### src/rtl/fetch_queue_if.sv
// Fetch-to-decode handshake bundle for fetch_queue.
// master = fetch/decode side driving the queue, slave = the queue itself.
interface fetch_queue_if;
    logic        in_valid;
    logic [1:0]  in_mask;
    logic [31:0] in_pc;
    logic [63:0] in_inst;
    logic        in_ready;

    logic [1:0]  out_valid;
    logic [31:0] out_pc_0;
    logic [31:0] out_inst_0;
    logic [31:0] out_pc_1;
    logic [31:0] out_inst_1;
    logic [1:0]  out_pop;

    modport master (
        output in_valid, in_mask, in_pc, in_inst, out_pop,
        input  in_ready, out_valid, out_pc_0, out_inst_0, out_pc_1, out_inst_1
    );

    modport slave (
        input  in_valid, in_mask, in_pc, in_inst, out_pop,
        output in_ready, out_valid, out_pc_0, out_inst_0, out_pc_1, out_inst_1
    );
endinterface

### src/rtl/fetch_queue.sv
// Dual-issue instruction queue between I-cache response and decode; flushed on redirect.
// Optional FETCH_QUEUE_STATS_EN adds saturating full/empty cycle counters.
module fetch_queue #(
    parameter int DEPTH    = 16,
    parameter int PTR_BITS = $clog2(DEPTH)
) (
    input  logic              clk,
    input  logic              reset,
    input  logic              flush,
    fetch_queue_if.slave      fq,
    output logic [PTR_BITS:0] count
`ifdef FETCH_QUEUE_STATS_EN
    ,
    output logic [31:0]       stat_full_cycles,
    output logic [31:0]       stat_empty_cycles
`endif
);

    // in_ready only looks at registered occupancy so it never depends on out_pop.
    localparam logic [PTR_BITS:0] READY_LIMIT = (PTR_BITS+1)'(DEPTH - 2);

    logic [31:0]         pc_mem   [DEPTH];
    logic [31:0]         inst_mem [DEPTH];
    logic [PTR_BITS-1:0] rd_ptr;
    logic [PTR_BITS-1:0] wr_ptr;
    logic [PTR_BITS-1:0] rd_ptr_nx1;
    logic [PTR_BITS-1:0] wr_ptr_nx1;
    logic                push;
    logic [1:0]          push_n;
    logic [1:0]          pop_n;

    assign fq.in_ready = (count <= READY_LIMIT);
    assign push        = fq.in_valid & fq.in_ready & ~flush;
    assign push_n      = push ? ({1'b0, fq.in_mask[0]} + {1'b0, fq.in_mask[1]}) : 2'd0;
    assign pop_n       = fq.out_pop;
    assign rd_ptr_nx1  = rd_ptr + PTR_BITS'(1);
    assign wr_ptr_nx1  = wr_ptr + PTR_BITS'(1);

    always_ff @(posedge clk) begin
        if (push_n != 2'd0) begin
            pc_mem[wr_ptr]   <= fq.in_pc;
            inst_mem[wr_ptr] <= fq.in_inst[31:0];
        end
        if (push_n == 2'd2) begin
            pc_mem[wr_ptr_nx1]   <= fq.in_pc + 32'd4;
            inst_mem[wr_ptr_nx1] <= fq.in_inst[63:32];
        end
    end

    // Flush has the same effect as reset on the pointers; pops and pushes that cycle are dropped.
    always_ff @(posedge clk) begin
        if (reset || flush) begin
            rd_ptr <= '0;
            wr_ptr <= '0;
            count  <= '0;
        end else begin
            rd_ptr <= rd_ptr + PTR_BITS'(pop_n);
            wr_ptr <= wr_ptr + PTR_BITS'(push_n);
            count  <= count + (PTR_BITS+1)'(push_n) - (PTR_BITS+1)'(pop_n);
        end
    end

    assign fq.out_valid  = {(count >= (PTR_BITS+1)'(2)), (count != '0)};
    assign fq.out_pc_0   = pc_mem[rd_ptr];
    assign fq.out_inst_0 = inst_mem[rd_ptr];
    assign fq.out_pc_1   = pc_mem[rd_ptr_nx1];
    assign fq.out_inst_1 = inst_mem[rd_ptr_nx1];

`ifdef FETCH_QUEUE_STATS_EN
    always_ff @(posedge clk) begin
        if (reset) begin
            stat_full_cycles  <= '0;
            stat_empty_cycles <= '0;
        end else begin
            if (fq.in_valid && !fq.in_ready && stat_full_cycles != 32'hFFFF_FFFF)
                stat_full_cycles <= stat_full_cycles + 32'd1;
            if (count == '0 && !flush && stat_empty_cycles != 32'hFFFF_FFFF)
                stat_empty_cycles <= stat_empty_cycles + 32'd1;
        end
    end
`endif

    // Decode may never pop more than it was shown; 2'b10 is not a legal fetch mask.
    assert property (@(posedge clk) disable iff (reset)
        (fq.out_pop != 2'b11) && ((PTR_BITS+1)'(fq.out_pop) <= count));
    assert property (@(posedge clk) disable iff (reset)
        !(fq.in_valid && fq.in_mask == 2'b10));

endmodule

### src/flat_wrapper.sv
// flat-port wrapper written by rule: the top's interface ports become plain ports
module fetch_queue_flat 
#(
    parameter int DEPTH    = 16,
    parameter int PTR_BITS = $clog2(DEPTH)
)
  (clk, reset, flush, count, fq_in_valid, fq_in_mask, fq_in_pc, fq_in_inst, fq_out_pop, fq_in_ready, fq_out_valid, fq_out_pc_0, fq_out_inst_0, fq_out_pc_1, fq_out_inst_1);
  fetch_queue_if fq_i ();
  input  logic clk;
  input  logic reset;
  input  logic flush;
  output logic [PTR_BITS:0] count;
  input wire logic [$bits(fq_i.in_valid)-1:0] fq_in_valid;
  input wire logic [$bits(fq_i.in_mask)-1:0] fq_in_mask;
  input wire logic [$bits(fq_i.in_pc)-1:0] fq_in_pc;
  input wire logic [$bits(fq_i.in_inst)-1:0] fq_in_inst;
  input wire logic [$bits(fq_i.out_pop)-1:0] fq_out_pop;
  output wire logic [$bits(fq_i.in_ready)-1:0] fq_in_ready;
  output wire logic [$bits(fq_i.out_valid)-1:0] fq_out_valid;
  output wire logic [$bits(fq_i.out_pc_0)-1:0] fq_out_pc_0;
  output wire logic [$bits(fq_i.out_inst_0)-1:0] fq_out_inst_0;
  output wire logic [$bits(fq_i.out_pc_1)-1:0] fq_out_pc_1;
  output wire logic [$bits(fq_i.out_inst_1)-1:0] fq_out_inst_1;
  assign fq_i.in_valid = fq_in_valid;
  assign fq_i.in_mask = fq_in_mask;
  assign fq_i.in_pc = fq_in_pc;
  assign fq_i.in_inst = fq_in_inst;
  assign fq_i.out_pop = fq_out_pop;
  assign fq_in_ready = fq_i.in_ready;
  assign fq_out_valid = fq_i.out_valid;
  assign fq_out_pc_0 = fq_i.out_pc_0;
  assign fq_out_inst_0 = fq_i.out_inst_0;
  assign fq_out_pc_1 = fq_i.out_pc_1;
  assign fq_out_inst_1 = fq_i.out_inst_1;
  fetch_queue #(.DEPTH(DEPTH), .PTR_BITS(PTR_BITS)) u_core (.clk(clk), .reset(reset), .flush(flush), .fq(fq_i), .count(count));
endmodule
### config.mk
export PLATFORM = sky130hd
export DESIGN_NAME = fetch_queue_flat
export DESIGN_NICKNAME = d
export VERILOG_FILES = /design/src/rtl/fetch_queue_if.sv /design/src/rtl/fetch_queue.sv /design/src/flat_wrapper.sv
export SDC_FILE = /design/constraint.sdc
export NUM_CORES = 2
export LEC_CHECK = 0
export ABC_AREA = 1
export BUFFER_PORTS_ARGS = -buffer_cell sky130_fd_sc_hd__buf_4
export CAP_MARGIN = 20
export CORE_ASPECT_RATIO = 0.9
export CORE_MARGIN = 10
export CORE_UTILIZATION = 25
export CTS_CLUSTER_DIAMETER = 80
export DETAILED_ROUTE_END_ITERATION = 6
export PLACE_DENSITY_LB_ADDON = 0.1
export SETUP_SLACK_MARGIN = 0.5
export SLEW_MARGIN = 20
export SYNTH_ARGS = -nofsm -noshare
export SYNTH_HDL_FRONTEND = slang
export SYNTH_SLANG_ARGS = --single-unit
### constraint.sdc
create_clock -name clk -period 14.2 [get_ports clk]
set_clock_uncertainty 0.15 [all_clocks]
set_input_delay 0.71 -clock clk [delete_from_list [all_inputs] [get_ports clk]]
set_output_delay 0.71 -clock clk [all_outputs]
set_load 0.05 [all_outputs]
* Word level (Yosys, flattened, before mapping) *
Memories as Yosys holds them, arrays and structs flattened. A register that Yosys moved wholly into a read port is not among the register bits.
Cells that the tools add are included.

word-level totals
  register bits = 13
  latch bits = 0
  RAM bits = 1,024
  memory bits (read-only) = 0
  memories kept = 2

memories
  name             words  bits a word  rd ports  clocked after memory_dff  write ports  RTL line           RTL
  u_core.inst_mem  16     32           2         1                         2            fetch_queue.sv:23  logic [31:0] inst_mem [DEPTH];
  u_core.pc_mem    16     32           2         1                         2            fetch_queue.sv:22  logic [31:0] pc_mem [DEPTH];

operators by class
  multiplexer cells = 7
  equal/unequal tests = 1
  magnitude comparators = 2
  shifts and indexed selects = 0
  reduce and logical (&&, ||, !) cells = 3
  div/mod/pow operators = 0
  bitwise logic cells = 3
  add/sub/neg operators = 8
  multipliers = 0

operators with widths
  cell                                                            count
  adder 32 x 3 -> 32 bit, second input constant                   1
  adder 4 x 1 -> 4 bit, second input constant                     2
  adder 4 x 2 -> 4 bit                                            2
  two-way mux 4 bit                                               2
  adder 5 x 2 -> 5 bit                                            1
  >= comparator 5 x 2 -> 1 bit, second input constant             1
  less-or-equal comparator 5 x 4 -> 1 bit, second input constant  1
  nonzero test 5 bit                                              1
  subtractor 5 x 2 -> 5 bit                                       1
  two-way mux 1 bit                                               4
  adder 1 x 1 -> 2 bit                                            1
  AND 1 bit                                                       2
  equality test 2 bit, second input constant                      1
  two-way mux 2 bit                                               1
  nonzero test 2 bit                                              1
  logical OR 1 bit                                                1
  inverter 1 bit                                                  1

* Depth between registers and ports, before layout *
  depth in word-level cells = 7
  depth in mapped cells = 15
  mapped depth without buffers = 15

* Worst setup path after synthesis *
No wires, ideal clock.

  path kind = register to register
  start point = reg u_core.count[4]
  end point = mem u_core.inst_mem[0][0], enable pin
  path slack = 6,906 ps
  data arrival time = 6,569 ps
  library setup time = 574 ps
  clock period less this slack = 7,294 ps
  cell stages (with the launch flop) = 9
  data required time = 13,476 ps
  cell sequence = dfxtp_1 inv_2 ha_1 nand3_1 nand2_1 nand2_1 o211ai_1 clkbuf_1 o21ai_0

RTL lines
  element                 RTL line           RTL
  start, declared         fetch_queue.sv:11  output logic [PTR_BITS:0] count
  start signal, assigned  fetch_queue.sv:59  count <= count + (PTR_BITS+1)'(push_n) - (PTR_BITS+1)'(pop_n);
  end, declared           fetch_queue.sv:23

* Worst setup path in the final report *
  start point = reg u_core.rd_ptr[2]
  end point = out fq_out_pc_1[2]

between the ends
  word-level cells in the longest chain between the ends = 2

RTL lines
  element                 RTL line            RTL
  start, declared         fetch_queue.sv:24   logic [PTR_BITS-1:0] rd_ptr;
  start signal, assigned  fetch_queue.sv:57   rd_ptr <= rd_ptr + PTR_BITS'(pop_n);
  adder 4 x 1 -> 4 bit    fetch_queue.sv:36   assign rd_ptr_nx1 = rd_ptr + PTR_BITS'(1);
  memory (16 x 32 bit)    n/a
  end, declared           flat_wrapper.sv:22  output wire logic [$bits(fq_i.out_pc_1)-1:0] fq_out_pc_1;

No other way between the ends.

==> results_dict.tcl <==
set metrics [dict create \
    synth_common_cells "nand2_1 (2969), nand3_1 (1305), edfxtp_1 (1024)" \
    holdCritPathClass "input port to flop" \
    syn-num-nets 8810 \
    fin_nets 8420 \
    root_buffer "clkbuf_16" \
    fin_crit_ns 6.90 \
    clk_pin_slew_ns 0.06 \
    grt_max_degree 252 \
    grt_overflow_total 0 \
    cts_tree "yes" \
    netlist_area_um2 66200 \
    die_w_um 562 \
    required_ns 13.34 \
    routedWlPerCell_um 28.7 \
    async_flop_share_pct 0 \
    critical_path_peak_fanout 40 \
    fin_ws_ns 7.30 \
    ys_types 34 \
    pre_cts_ws_ns 8.24 \
    area_delta_synth_final_pct 11.8 \
    maxCapViolations 0 \
    pwr_density_cell_nw_per_um2 110 \
    netlist_instances 8685 \
    firstDrtPassIters 6 \
    gp_congestion 0.797 \
    crit_type "flop to primary output" \
    crit_chain "nand2_4 -> inv_6 -> nand2_1 -> xor2_4 -> buf_4 -> buf_4 -> nand3_1 -> nand2_1 -> buf_4" \
    max_freq_mhz 145 \
    dieHeight_um 508 \
    arrival_ns 6.04 \
    place_inst 11700 \
    viasPerCell 5.31 \
    tightest_slew_ns 1.25 \
    htree_levels 4 \
    grt_pass1_vias 58900 \
    slew_viol_final 0 \
    synth_top_flop_cell "edfxtp_1" \
    outcome "finished, final reports clean" \
    drt-initial-drc-count 7321 \
    yosysMostFrequentCell "nand2_1" \
    period_share_pct 48.6 \
    dp_hpwl_um 184000 \
    slowest_stage "buf_4" \
    rows 179 \
    totalWireLength_um 342000 \
    grt_pass1_wl_um 474000 \
    ant_nets 0 \
    synth_edf_count 1024 \
    slew_headroom_pct 16.9 \
    yosysWarnings 0 \
    setup_violations 0 \
    synth_area_leader_cell "edfxtp_1" \
    crit_family "buffers and inverters" \
    io_pins 240 \
    tns_ns 0 \
    stdcell_count 11900 \
    route.vias.total 63400 \
    ys_ff_latch 1037 \
    clk_path_buf_depth 3 \
    start_util_pct 25.1 \
    dieArea_um2 286000 \
    cts_sinks 1037 \
    post_cts_buffers 0 \
    drive_gt1_share_pct 8.00 \
    avgSynthCellArea_um2 7.62 \
    grt_antenna_before_repair 27 \
    numCtsBuffers 144 \
    ys_seq_area_share_pct 46.9 \
    synth_top_area_share_pct 46.5 \
    cts_resized 0 \
    synth.area.top_cells "edfxtp_1 (46%), nand2_1 (17%), nand3_1 (9.9%)" \
    ir_drop_uv 89.4 \
    hold_buffers 0 \
    coreArea_um2 264000 \
    path_common_cell "buf_4" \
    p_leak_nw 29.9 \
    path_buf_inv 4 \
    grtUsageTotal_pct 22.9 \
    startpoint_type "flop" \
    io_buffer_count 239 \
    finalHoldViolations 0 \
    route.detailed.drc 0 \
    slowest_delay_ns 0.89 \
    worstSetupEndpointType "primary output" \
    rsz0062_at_grt "no" \
    clock_latency_ns 0.81 \
]
==> through the flow <==
stage,total power [mW],hold slack [ns],instance area (um2),utilization (%)
2_1_floorplan,4.29,0.348,66200,-
3_3_place_gp,4.71,0.372,69600,26.4
3_5_place_dp,4.71,0.384,69600,26.4
4_1_cts,8.22,0.0176,73900,28.0
5_1_grt,8.43,0.0788,74000,28.0
6_report,8.16,0.0837,74000,28.0
==> flip-flops by register name (all words and copies together), names as in the netlist <==
register and flops:
u_core.count 5, u_core.inst_mem 512, u_core.pc_mem 512, u_core.rd_ptr 4, u_core.wr_ptr 4
==> worst paths after layout <==
check,slack (ns),startpoint,cells after the start,end
max reg2reg,8.76,u_core.count[2],9,u_core.inst_mem[9][13]
max,7.30,u_core.rd_ptr[2],9,fq_out_pc_1[2]
min,0.08,fq_in_pc[0],1,u_core.pc_mem[11][0]
min reg2reg,0.41,u_core.wr_ptr[3],2,u_core.wr_ptr[3]
==> layer usage <==
| metal | routed length [um] | share of wire, % | vias to the layer above | GRT usage, % |
|---|---|---|---|---|
| li1 | - | - | 28700 | - |
| met1 | 155000 | 45 | 31200 | 32.6 |
| met2 | 150000 | 44 | 3003 | 35.6 |
| met3 | 25000 | 7.3 | 523 | 3.40 |
| met4 | 11500 | 3.4 | 8 | 7.49 |
| met5 | 57 | 0.017 | - | 0 |
==> cell usage in the layout (no fill, tap or decap), types with 4 or more instances in the layout <==
cell type / instances
ha_1: 16
bufinv_16: 5
nor2_4: 35
clkinv_1: 26
nand4_1: 131
a21oi_1: 534
diode_2: 11
dfxtp_1: 10
xnor2_2: 4
inv_1: 490
edfxtp_1: 1024
o21ai_0: 567
nand3_1: 1305
nor2_1: 160
buf_4: 360
clkbuf_1: 42
o211ai_1: 386
inv_6: 10
clkbuf_16: 149
nand2_1: 2965
clkinv_2: 15
o21ai_4: 16
xor2_1: 4
buf_12: 8
o21ai_1: 57
nor2_2: 9
fa_1: 4
nand2_4: 18
nand2_2: 13
==> cell families (layout without fill, tap and decap cells) <==
logic type / Yosys count / after routing / share of synthesized area [%]
simple gates: 4642 / 4642 / 29.7
compound gates: 1561 / 1561 / 13.3
buf+inv: 1410 / 1122 / 9.45
flops: 1037 / 1037 / 46.9
fa+ha+maj: 21 / 21 / 0.443
xor+xnor: 14 / 14 / 0.287
other cells: 0 / 11 / 0
==> final cells by class <==
type,count,area [um2]
tap,3529,4420
antenna,11,27.5
clock buffer,191,3890
multi-input combinational,6238,29400
timing repair buffer,372,2920
clock inverter,57,437
fill,28200,190000
inverter,502,1920
sequential,1037,31000
==> power by group <==
part | switching, mW | total [mW] | internal (mW)
logic | 0.944 | 1.26 | 0.318
registers | 0.0119 | 3.39 | 3.38
clock network | 1.50 | 3.50 | 2.00
No activity file was read; power rests on OpenSTA's default activity.
